## src/rtl/vuart_mc.sv

```systemverilog
// Byte FIFO with power-of-2 depth; pointers carry one extra bit to tell full from empty.
// Latency: push visible next cycle; head is read combinationally.
// Backpressure: push on full and pop on empty are ignored; the owner raises the sticky flag.
module vuart_fifo #(
  parameter int DEPTH = 8
) (
  input  logic                     clk,
  input  logic                     rst_n,
  input  logic                     push_i,
  input  logic [7:0]               wdata_i,
  input  logic                     pop_i,
  output logic [7:0]               rdata_o,
  output logic [$clog2(DEPTH):0]   level_o,
  output logic                     full_o,
  output logic                     empty_o
);
  localparam int AW = $clog2(DEPTH);
  localparam int PW = AW + 1;

  logic [PW-1:0] wptr_q, rptr_q;
  logic [7:0]    mem_q [DEPTH];
  logic          push_ok, pop_ok;

  assign empty_o = (wptr_q == rptr_q);
  assign full_o  = (wptr_q[AW] != rptr_q[AW]) && (wptr_q[AW-1:0] == rptr_q[AW-1:0]);
  assign level_o = wptr_q - rptr_q;
  assign rdata_o = mem_q[rptr_q[AW-1:0]];
  assign push_ok = push_i && !full_o;
  assign pop_ok  = pop_i && !empty_o;

  always_ff @(posedge clk or negedge rst_n) begin
    if (!rst_n) begin
      wptr_q <= '0;
      rptr_q <= '0;
    end else begin
      if (push_ok) wptr_q <= wptr_q + PW'(1);
      if (pop_ok)  rptr_q <= rptr_q + PW'(1);
    end
  end

  always_ff @(posedge clk) begin
    if (push_ok) mem_q[wptr_q[AW-1:0]] <= wdata_i;
  end
endmodule

// Multi-channel virtual UART: host and device APB ports exchanging bytes through per-channel FIFOs.
// Latency: zero-wait-state APB, read data combinational from FIFO head; irq registered one cycle.
// Backpressure: none on APB; overflowing writes are dropped and empty reads return 0, both flagged.
module vuart_mc #(
  parameter int N_CHAN   = 2,
  parameter int RX_DEPTH = 8,
  parameter int TX_DEPTH = 16,
  parameter int W_TMO    = 8
) (
  input  logic              clk,
  input  logic              rst_n,
  output logic [N_CHAN-1:0] irq,
  input  logic              host_psel,
  input  logic              host_penable,
  input  logic              host_pwrite,
  input  logic [9:0]        host_paddr,
  input  logic [31:0]       host_pwdata,
  output logic [31:0]       host_prdata,
  output logic              host_pready,
  output logic              host_pslverr,
  input  logic              dev_psel,
  input  logic              dev_penable,
  input  logic              dev_pwrite,
  input  logic [15:0]       dev_paddr,
  input  logic [31:0]       dev_pwdata,
  output logic [31:0]       dev_prdata,
  output logic              dev_pready,
  output logic              dev_pslverr
);
  localparam int RX_AW = $clog2(RX_DEPTH);
  localparam int TX_AW = $clog2(TX_DEPTH);

  logic       h_acc, d_acc;
  logic [2:0] h_ch, d_ch;
  logic [1:0] h_reg, d_reg;
  logic       unused_bits;

  logic [31:0] h_stat [N_CHAN];
  logic [31:0] h_fifo [N_CHAN];
  logic [31:0] d_stat [N_CHAN];
  logic [31:0] d_fifo [N_CHAN];
  logic [31:0] d_ctrl [N_CHAN];
  logic [31:0] d_tmo  [N_CHAN];

  assign h_acc = host_psel && host_penable;
  assign d_acc = dev_psel && dev_penable;
  assign h_ch  = host_paddr[6:4];
  assign d_ch  = dev_paddr[6:4];
  assign h_reg = host_paddr[3:2];
  assign d_reg = dev_paddr[3:2];

  assign host_pready = 1'b1;
  assign dev_pready  = 1'b1;
  assign unused_bits = ^{host_paddr, dev_paddr, host_pwdata, dev_pwdata};

  for (genvar c = 0; c < N_CHAN; c++) begin : g_ch
    logic             h_sel, d_sel;
    logic             rx_push, rx_pop, tx_push, tx_pop;
    logic             rx_full, rx_empty, tx_full, tx_empty;
    logic [RX_AW:0]   rx_level;
    logic [TX_AW:0]   tx_level;
    logic [7:0]       rx_rdata, tx_rdata, rx_lvl8, tx_lvl8, rx_thr;
    logic             h_ovf_q, h_unf_q, d_ovf_q, d_unf_q, tmo_q, irq_q, irq_d;
    logic [19:0]      ctrl_q;
    logic [W_TMO-1:0] reload_q, cnt_q, cnt_d;
    logic             tmo_hit;

    assign h_sel   = h_acc && (h_ch == 3'(c));
    assign d_sel   = d_acc && (d_ch == 3'(c));
    assign rx_push = h_sel && host_pwrite && (h_reg == 2'd1);
    assign tx_pop  = h_sel && !host_pwrite && (h_reg == 2'd1);
    assign tx_push = d_sel && dev_pwrite && (d_reg == 2'd1);
    assign rx_pop  = d_sel && !dev_pwrite && (d_reg == 2'd1);

    vuart_fifo #(.DEPTH(RX_DEPTH)) u_rx (
      .clk(clk), .rst_n(rst_n), .push_i(rx_push), .wdata_i(host_pwdata[7:0]), .pop_i(rx_pop),
      .rdata_o(rx_rdata), .level_o(rx_level), .full_o(rx_full), .empty_o(rx_empty)
    );
    vuart_fifo #(.DEPTH(TX_DEPTH)) u_tx (
      .clk(clk), .rst_n(rst_n), .push_i(tx_push), .wdata_i(dev_pwdata[7:0]), .pop_i(tx_pop),
      .rdata_o(tx_rdata), .level_o(tx_level), .full_o(tx_full), .empty_o(tx_empty)
    );

    assign rx_lvl8 = 8'(rx_level);
    assign tx_lvl8 = 8'(tx_level);
    assign rx_thr  = ctrl_q[11:4];

    // Idle timer only runs while device RX holds data that nobody is moving.
    always_comb begin
      cnt_d   = cnt_q;
      tmo_hit = 1'b0;
      if ((rx_push && !rx_full) || (rx_pop && !rx_empty) || rx_empty) begin
        cnt_d = reload_q;
      end else if ((reload_q != '0) && (cnt_q != '0)) begin
        cnt_d   = cnt_q - W_TMO'(1);
        tmo_hit = (cnt_q == W_TMO'(1));
      end
    end

    assign irq_d = (ctrl_q[0] && (rx_lvl8 >= ((rx_thr == 8'd0) ? 8'd1 : rx_thr)))
                || (ctrl_q[1] && (tx_lvl8 <= ctrl_q[19:12]))
                || (ctrl_q[2] && tmo_q)
                || (ctrl_q[3] && (d_ovf_q || d_unf_q));

    always_ff @(posedge clk or negedge rst_n) begin
      if (!rst_n) begin
        h_ovf_q  <= 1'b0;
        h_unf_q  <= 1'b0;
        d_ovf_q  <= 1'b0;
        d_unf_q  <= 1'b0;
        tmo_q    <= 1'b0;
        irq_q    <= 1'b0;
        ctrl_q   <= '0;
        reload_q <= '0;
        cnt_q    <= '0;
      end else begin
        if (h_sel && host_pwrite && (h_reg == 2'd0)) begin
          if (host_pwdata[24]) h_ovf_q <= 1'b0;
          if (host_pwdata[25]) h_unf_q <= 1'b0;
        end
        if (d_sel && dev_pwrite && (d_reg == 2'd0)) begin
          if (dev_pwdata[24]) d_ovf_q <= 1'b0;
          if (dev_pwdata[25]) d_unf_q <= 1'b0;
          if (dev_pwdata[26]) tmo_q   <= 1'b0;
        end
        // New events override a same-cycle clear so none is lost.
        if (rx_push && rx_full)   h_ovf_q <= 1'b1;
        if (tx_pop && tx_empty)   h_unf_q <= 1'b1;
        if (tx_push && tx_full)   d_ovf_q <= 1'b1;
        if (rx_pop && rx_empty)   d_unf_q <= 1'b1;
        if (tmo_hit)              tmo_q   <= 1'b1;
        if (d_sel && dev_pwrite && (d_reg == 2'd2)) ctrl_q   <= dev_pwdata[19:0];
        if (d_sel && dev_pwrite && (d_reg == 2'd3)) reload_q <= dev_pwdata[W_TMO-1:0];
        cnt_q <= cnt_d;
        irq_q <= irq_d;
      end
    end

    assign irq[c]    = irq_q;
    assign d_stat[c] = {5'b0, tmo_q, d_unf_q, d_ovf_q, tx_lvl8, rx_lvl8, 6'b0, !tx_full, !rx_empty};
    assign h_stat[c] = {5'b0, 1'b0, h_unf_q, h_ovf_q, rx_lvl8, tx_lvl8, 6'b0, !rx_full, !tx_empty};
    assign d_fifo[c] = rx_empty ? 32'b0 : {23'b0, 1'b1, rx_rdata};
    assign h_fifo[c] = tx_empty ? 32'b0 : {23'b0, 1'b1, tx_rdata};
    assign d_ctrl[c] = {12'b0, ctrl_q};
    assign d_tmo[c]  = 32'(reload_q);
  end

  // Host sees IRQCTRL/TMO as read-zero and rejects writes to them.
  always_comb begin
    host_prdata  = '0;
    host_pslverr = 1'b0;
    if (h_acc) begin
      host_pslverr = 1'b1;
      for (int c = 0; c < N_CHAN; c++) begin
        if (h_ch == 3'(c)) begin
          host_pslverr = host_pwrite && h_reg[1];
          if (!host_pwrite) begin
            case (h_reg)
              2'd0:    host_prdata = h_stat[c];
              2'd1:    host_prdata = h_fifo[c];
              default: host_prdata = '0;
            endcase
          end
        end
      end
    end
  end

  always_comb begin
    dev_prdata  = '0;
    dev_pslverr = 1'b0;
    if (d_acc) begin
      dev_pslverr = 1'b1;
      for (int c = 0; c < N_CHAN; c++) begin
        if (d_ch == 3'(c)) begin
          dev_pslverr = 1'b0;
          if (!dev_pwrite) begin
            case (d_reg)
              2'd0:    dev_prdata = d_stat[c];
              2'd1:    dev_prdata = d_fifo[c];
              2'd2:    dev_prdata = d_ctrl[c];
              default: dev_prdata = d_tmo[c];
            endcase
          end
        end
      end
    end
  end
endmodule

```

## config.mk

```make
export PLATFORM = sky130hd
export DESIGN_NAME = vuart_mc
export DESIGN_NICKNAME = d
export VERILOG_FILES = /design/src/rtl/vuart_mc.sv
export SDC_FILE = /design/constraint.sdc
export NUM_CORES = 1
export LEC_CHECK = 0
export ABC_AREA = 0
export BUFFER_PORTS_ARGS = -buffer_cell sky130_fd_sc_hd__buf_2
export CAP_MARGIN = 5
export CORE_MARGIN = 4
export CORE_UTILIZATION = 44
export CTS_CLUSTER_SIZE = 16
export DETAILED_ROUTE_END_ITERATION = 10
export SLEW_MARGIN = 15
export SYNTH_ARGS = -nofsm -noshare
export SYNTH_HDL_FRONTEND = slang
export SYNTH_SLANG_ARGS = --single-unit
```

## constraint.sdc

```tcl
create_clock -name clk -period 3.57 [get_ports clk]
set_clock_uncertainty 0.2 [all_clocks]
set_input_delay 0.5355 -clock clk [delete_from_list [all_inputs] [get_ports clk]]
set_output_delay 0.5355 -clock clk [all_outputs]
set_load 0.02 [all_outputs]
```

==> metrics.md <==
| Metric | Value |
|---|---|
| Outcome | `completed` |
| Worst Tran Pin Value | `0.8975 ns` |
| Final setup viols | `0` |
| Layout area overhead | `17.39%` |
| Die Height | `236.1 um` |
| Fill count | `4261` |
| Post-Synthesis Cells | `1553` |
| TritonRoute pass-1 iters | `5` |
| Most frequent cells in the layout | `384 x edfxtp_1, 125 x nand2_1, 114 x dfrtp_1` |
| Post-synth ARST share | `23.81%` |
| Distinct cells, synth | `80` |
| RR Startpoint | `g_ch[0].u_tx.rptr_q[1]$_DFFE_PN0P_` |
| IO buf count | `97` |
| Register bit total from synthesis | `504` |
| R2R Setup Slk | `0.21 ns` |
| HP Class | `in -> reg` |
| Final Cycle Share | `98.00%` |
| Total Routed Length | `57100 um` |
| CTS Root Cell | `clkbuf_16` |
| Fmax | `285.8 MHz` |
| Per-cell routed wire length | `23.04 um` |
| DR vias/cell | `5.582` |
| Largest net degree at the start of global routing | `57` |
| Final Hold Viols | `0` |
| EDFF count, synth | `384` |
| P_sw | `0.003554 W` |
| Worst-path fanout max | `4` |
| Synth Cell Area | `0.02290 mm2` |
| DRT iter0 DRCs | `939` |
| P_leak | `9.800 nW` |
| Clk pwr share | `38.3%` |
| Hold_sp | `dev_pwdata[18]` |
| Avg Cell Area, Syn | `14.75 um2` |
| Initial antenna violation count | `2` |
| Critical Path RT | `2.83 ns` |
| Vias in the first global route | `13959` |
| Hold Path Stages | `2` |
| Setup crit start kind | `register` |
| Number of top-level pins | `168` |
| H-tree depth | `2` |
| Worst r2r dst | `g_ch[0].irq_q$_DFF_PN0_` |
| Chip Width | `236.1 um` |
| Clock Tree Buf Depth | `3` |
| CTS Sinks | `504` |
| Layout cell share with drive strength beyond 1 | `27.70%` |
| First-pass GRT wire length | `86650 um` |
| Hold path endpoint | `g_ch[0].ctrl_q[18]$_DFFE_PN0P_` |
| Logic pwr share | `14.3%` |
| Post-route setup TNS | `0 ns` |
| Rows | `83` |
| Ant diodes | `0` |
| Via count | `13831` |
| Total power | `0.01414 W` |
| Most common cell after layout, fill and taps aside | `edfxtp_1` |
| Total GRT Usage | `20.29%` |
| Core area | `0.05141 mm2` |
| DRC Markers | `0` |
| Clk Latency, worst-skew pair | `0.59 ns` |
| Critical path capture point type | `primary output` |
| Initial Util | `44.55%` |
| Max VDD drop | `0.4228 mV` |
| Post-synthesis sequential area ratio | `63.47%` |
| Pwr per Cell Area | `526.0 mW/mm2` |
| Full die area | `0.05576 mm2` |
| Min Tclk post-route | `3.499 ns` |
| Reg2Reg Depth | `11` |
| Max-cap violations | `0` |
| Pint | `0.01059 W` |
| Ys Warns | `0` |
| CTS Buf Count | `51` |
| Worst-path clk slew | `0.06 ns` |
| Antenna Nets Post-Route | `0` |
| Switching part of the total | `25.13%` |
| Nets | `1911` |
| Grt total ovfl | `0` |
| Gp weighted congestion | `0.8960` |
| DP Wirelength | `39350 um` |
| Crit path DAT | `2.76 ns` |
| Dominant synthesized flop cell | `edfxtp_1` |
| Sequential share of power | `47.4%` |
| Max-slew headroom | `40.17%` |
| CTS tree | `built` |
| Fin Hold WS | `0.03367 ns` |
| Setup Crit Path Kind | `reg -> out` |
| Final Slew Violations | `0` |
[worst max-delay path: stages, from the launching register on]
cell and delay [ns]:
dfrtp_1 0.42, inv_2 0.11, ha_4 0.23, and3_2 0.24
and2_1 0.22, nor4_4 0.35, a211oi_2 0.07, a211oi_2 0.33
buf_4 0.20
[power by group through the flow]
stage | combinational [W] | clock, W | sequential [W]
floorplan | 0.00130 | 0 | 0.00677
global placement | 0.00186 | 0 | 0.00681
detailed placement | 0.00190 | 0 | 0.00682
CTS | 0.00198 | 0.00553 | 0.00670
global route | 0.00223 | 0.00579 | 0.00673
finish | 0.00202 | 0.00542 | 0.00671
[cell usage after synthesis, drive strengths merged (13+ instances only)]
cell type / n / share of area (%)
edfxtp: 384 / 50
nand2: 127 / 2.1
mux2: 48 / 2.4
mux4: 86 / 8.5
nand3: 19 / 0.44
nor3: 28 / 0.73
nand4: 17 / 0.46
buf: 66 / 1.7
dfrtp: 120 / 13
inv: 44 / 0.72
nor2b: 15 / 0.41
mux2i: 65 / 2.8
nor4: 16 / 0.44
ha: 52 / 2.8
a211oi: 14 / 0.46
nor2: 104 / 1.8
o21ai: 71 / 1.6
nand2b: 13 / 0.36
xnor2: 29 / 1.1
clkbuf: 24 / 0.39
xor2: 26 / 1.0
a21oi: 28 / 0.61
a22oi: 18 / 0.59
[flip-flops by register name (all words and copies together) (netlist names)]
| register | flops |
|---|---|
| g_ch.u_rx.wptr_q | 8 |
| g_ch.u_rx.rptr_q | 8 |
| g_ch.u_tx.wptr_q | 10 |
| g_ch.d_unf_q | 2 |
| g_ch.ctrl_q | 40 |
| g_ch.d_ovf_q | 2 |
| g_ch.u_tx.mem_q | 256 |
| g_ch.irq_q | 2 |
| g_ch.u_tx.rptr_q | 10 |
| g_ch.tmo_q | 2 |
| g_ch.cnt_q | 16 |
| g_ch.h_ovf_q | 2 |
| g_ch.u_rx.mem_q | 128 |
| g_ch.reload_q | 16 |
| g_ch.h_unf_q | 2 |
[through the flow]
step	instances	area [um2]	setup slack [ns]	utilization, %
2_1_floorplan	1574	22990	-0.0008662	-
3_3_place_gp	2367	24660	0.2256	47.97
3_5_place_dp	2367	24660	0.1877	47.97
4_1_cts	2476	26680	-0.0004183	51.90
5_1_grt	2478	26880	-0.02159	52.30
6_report	2478	26880	0.07136	52.30
[layout make-up]
type	instances	area (um2)	area share, %
Clock inverter	26	320.3	1.191
Timing Repair Buffer	220	1520	5.655
Inverter	47	177.7	0.6609
Multi-Input combinational cell	933	8102	30.14
Tap cell	680	850.8	3.165
Clock buffer	68	1371	5.101
Sequential cell	504	14540	54.09
[worst max-delay path by stage]
stage | start | end | slack [ns] | depth (start not counted)
after global routing | g_ch[1].u_tx.wptr_q[0]$_DFFE_PN0P_ | dev_prdata[20] | -0.02 | 10
after global placement | g_ch[0].u_tx.wptr_q[0]$_DFFE_PN0P_ | g_ch[0].irq_q$_DFF_PN0_ | 0.23 | 12
after floorplan | g_ch[1].u_tx.rptr_q[2]$_DFFE_PN0P_ | g_ch[1].irq_q$_DFF_PN0_ | -0.0009 | 12
final | g_ch[1].u_rx.wptr_q[0]$_DFFE_PN0P_ | dev_prdata[1] | 0.07 | 8
after detailed placement | g_ch[0].u_tx.wptr_q[0]$_DFFE_PN0P_ | g_ch[0].irq_q$_DFF_PN0_ | 0.19 | 12
after CTS | g_ch[1].u_rx.rptr_q[0]$_DFFE_PN0P_ | dev_prdata[1] | -0.0004 | 7
[metal layers]
metal	GRT usage (%)	vias to the layer above	wire length [um]
met1	27.83	7024	24280
met2	32.84	401	27590
met4	6.334	4	1689
met3	4.256	105	3515
li1	-	6297	-
met5	0	-	27
[cells by family after synthesis]
family,count (synthesis),synth area share (%)
DFF,504,63.47
muxes,199,13.66
adders and majority gates,56,3.191
other,2,0.03279
buffers and inverters,137,2.896
xor gates and xnor gates,55,2.136
AOI/OAI and AO/OA,205,5.934
and+or+nand+nor,395,8.687
[repair_timing]
action                                  4_1_cts  5_1_grt
endpoints found under the setup margin       22       26
pin swaps                                     4        6
setup buffers                                 2        2
hold endpoints to repair                     76        0
resized for setup                            45       40
hold buffers                                 13        0
Power figures use the tool's default switching activity.
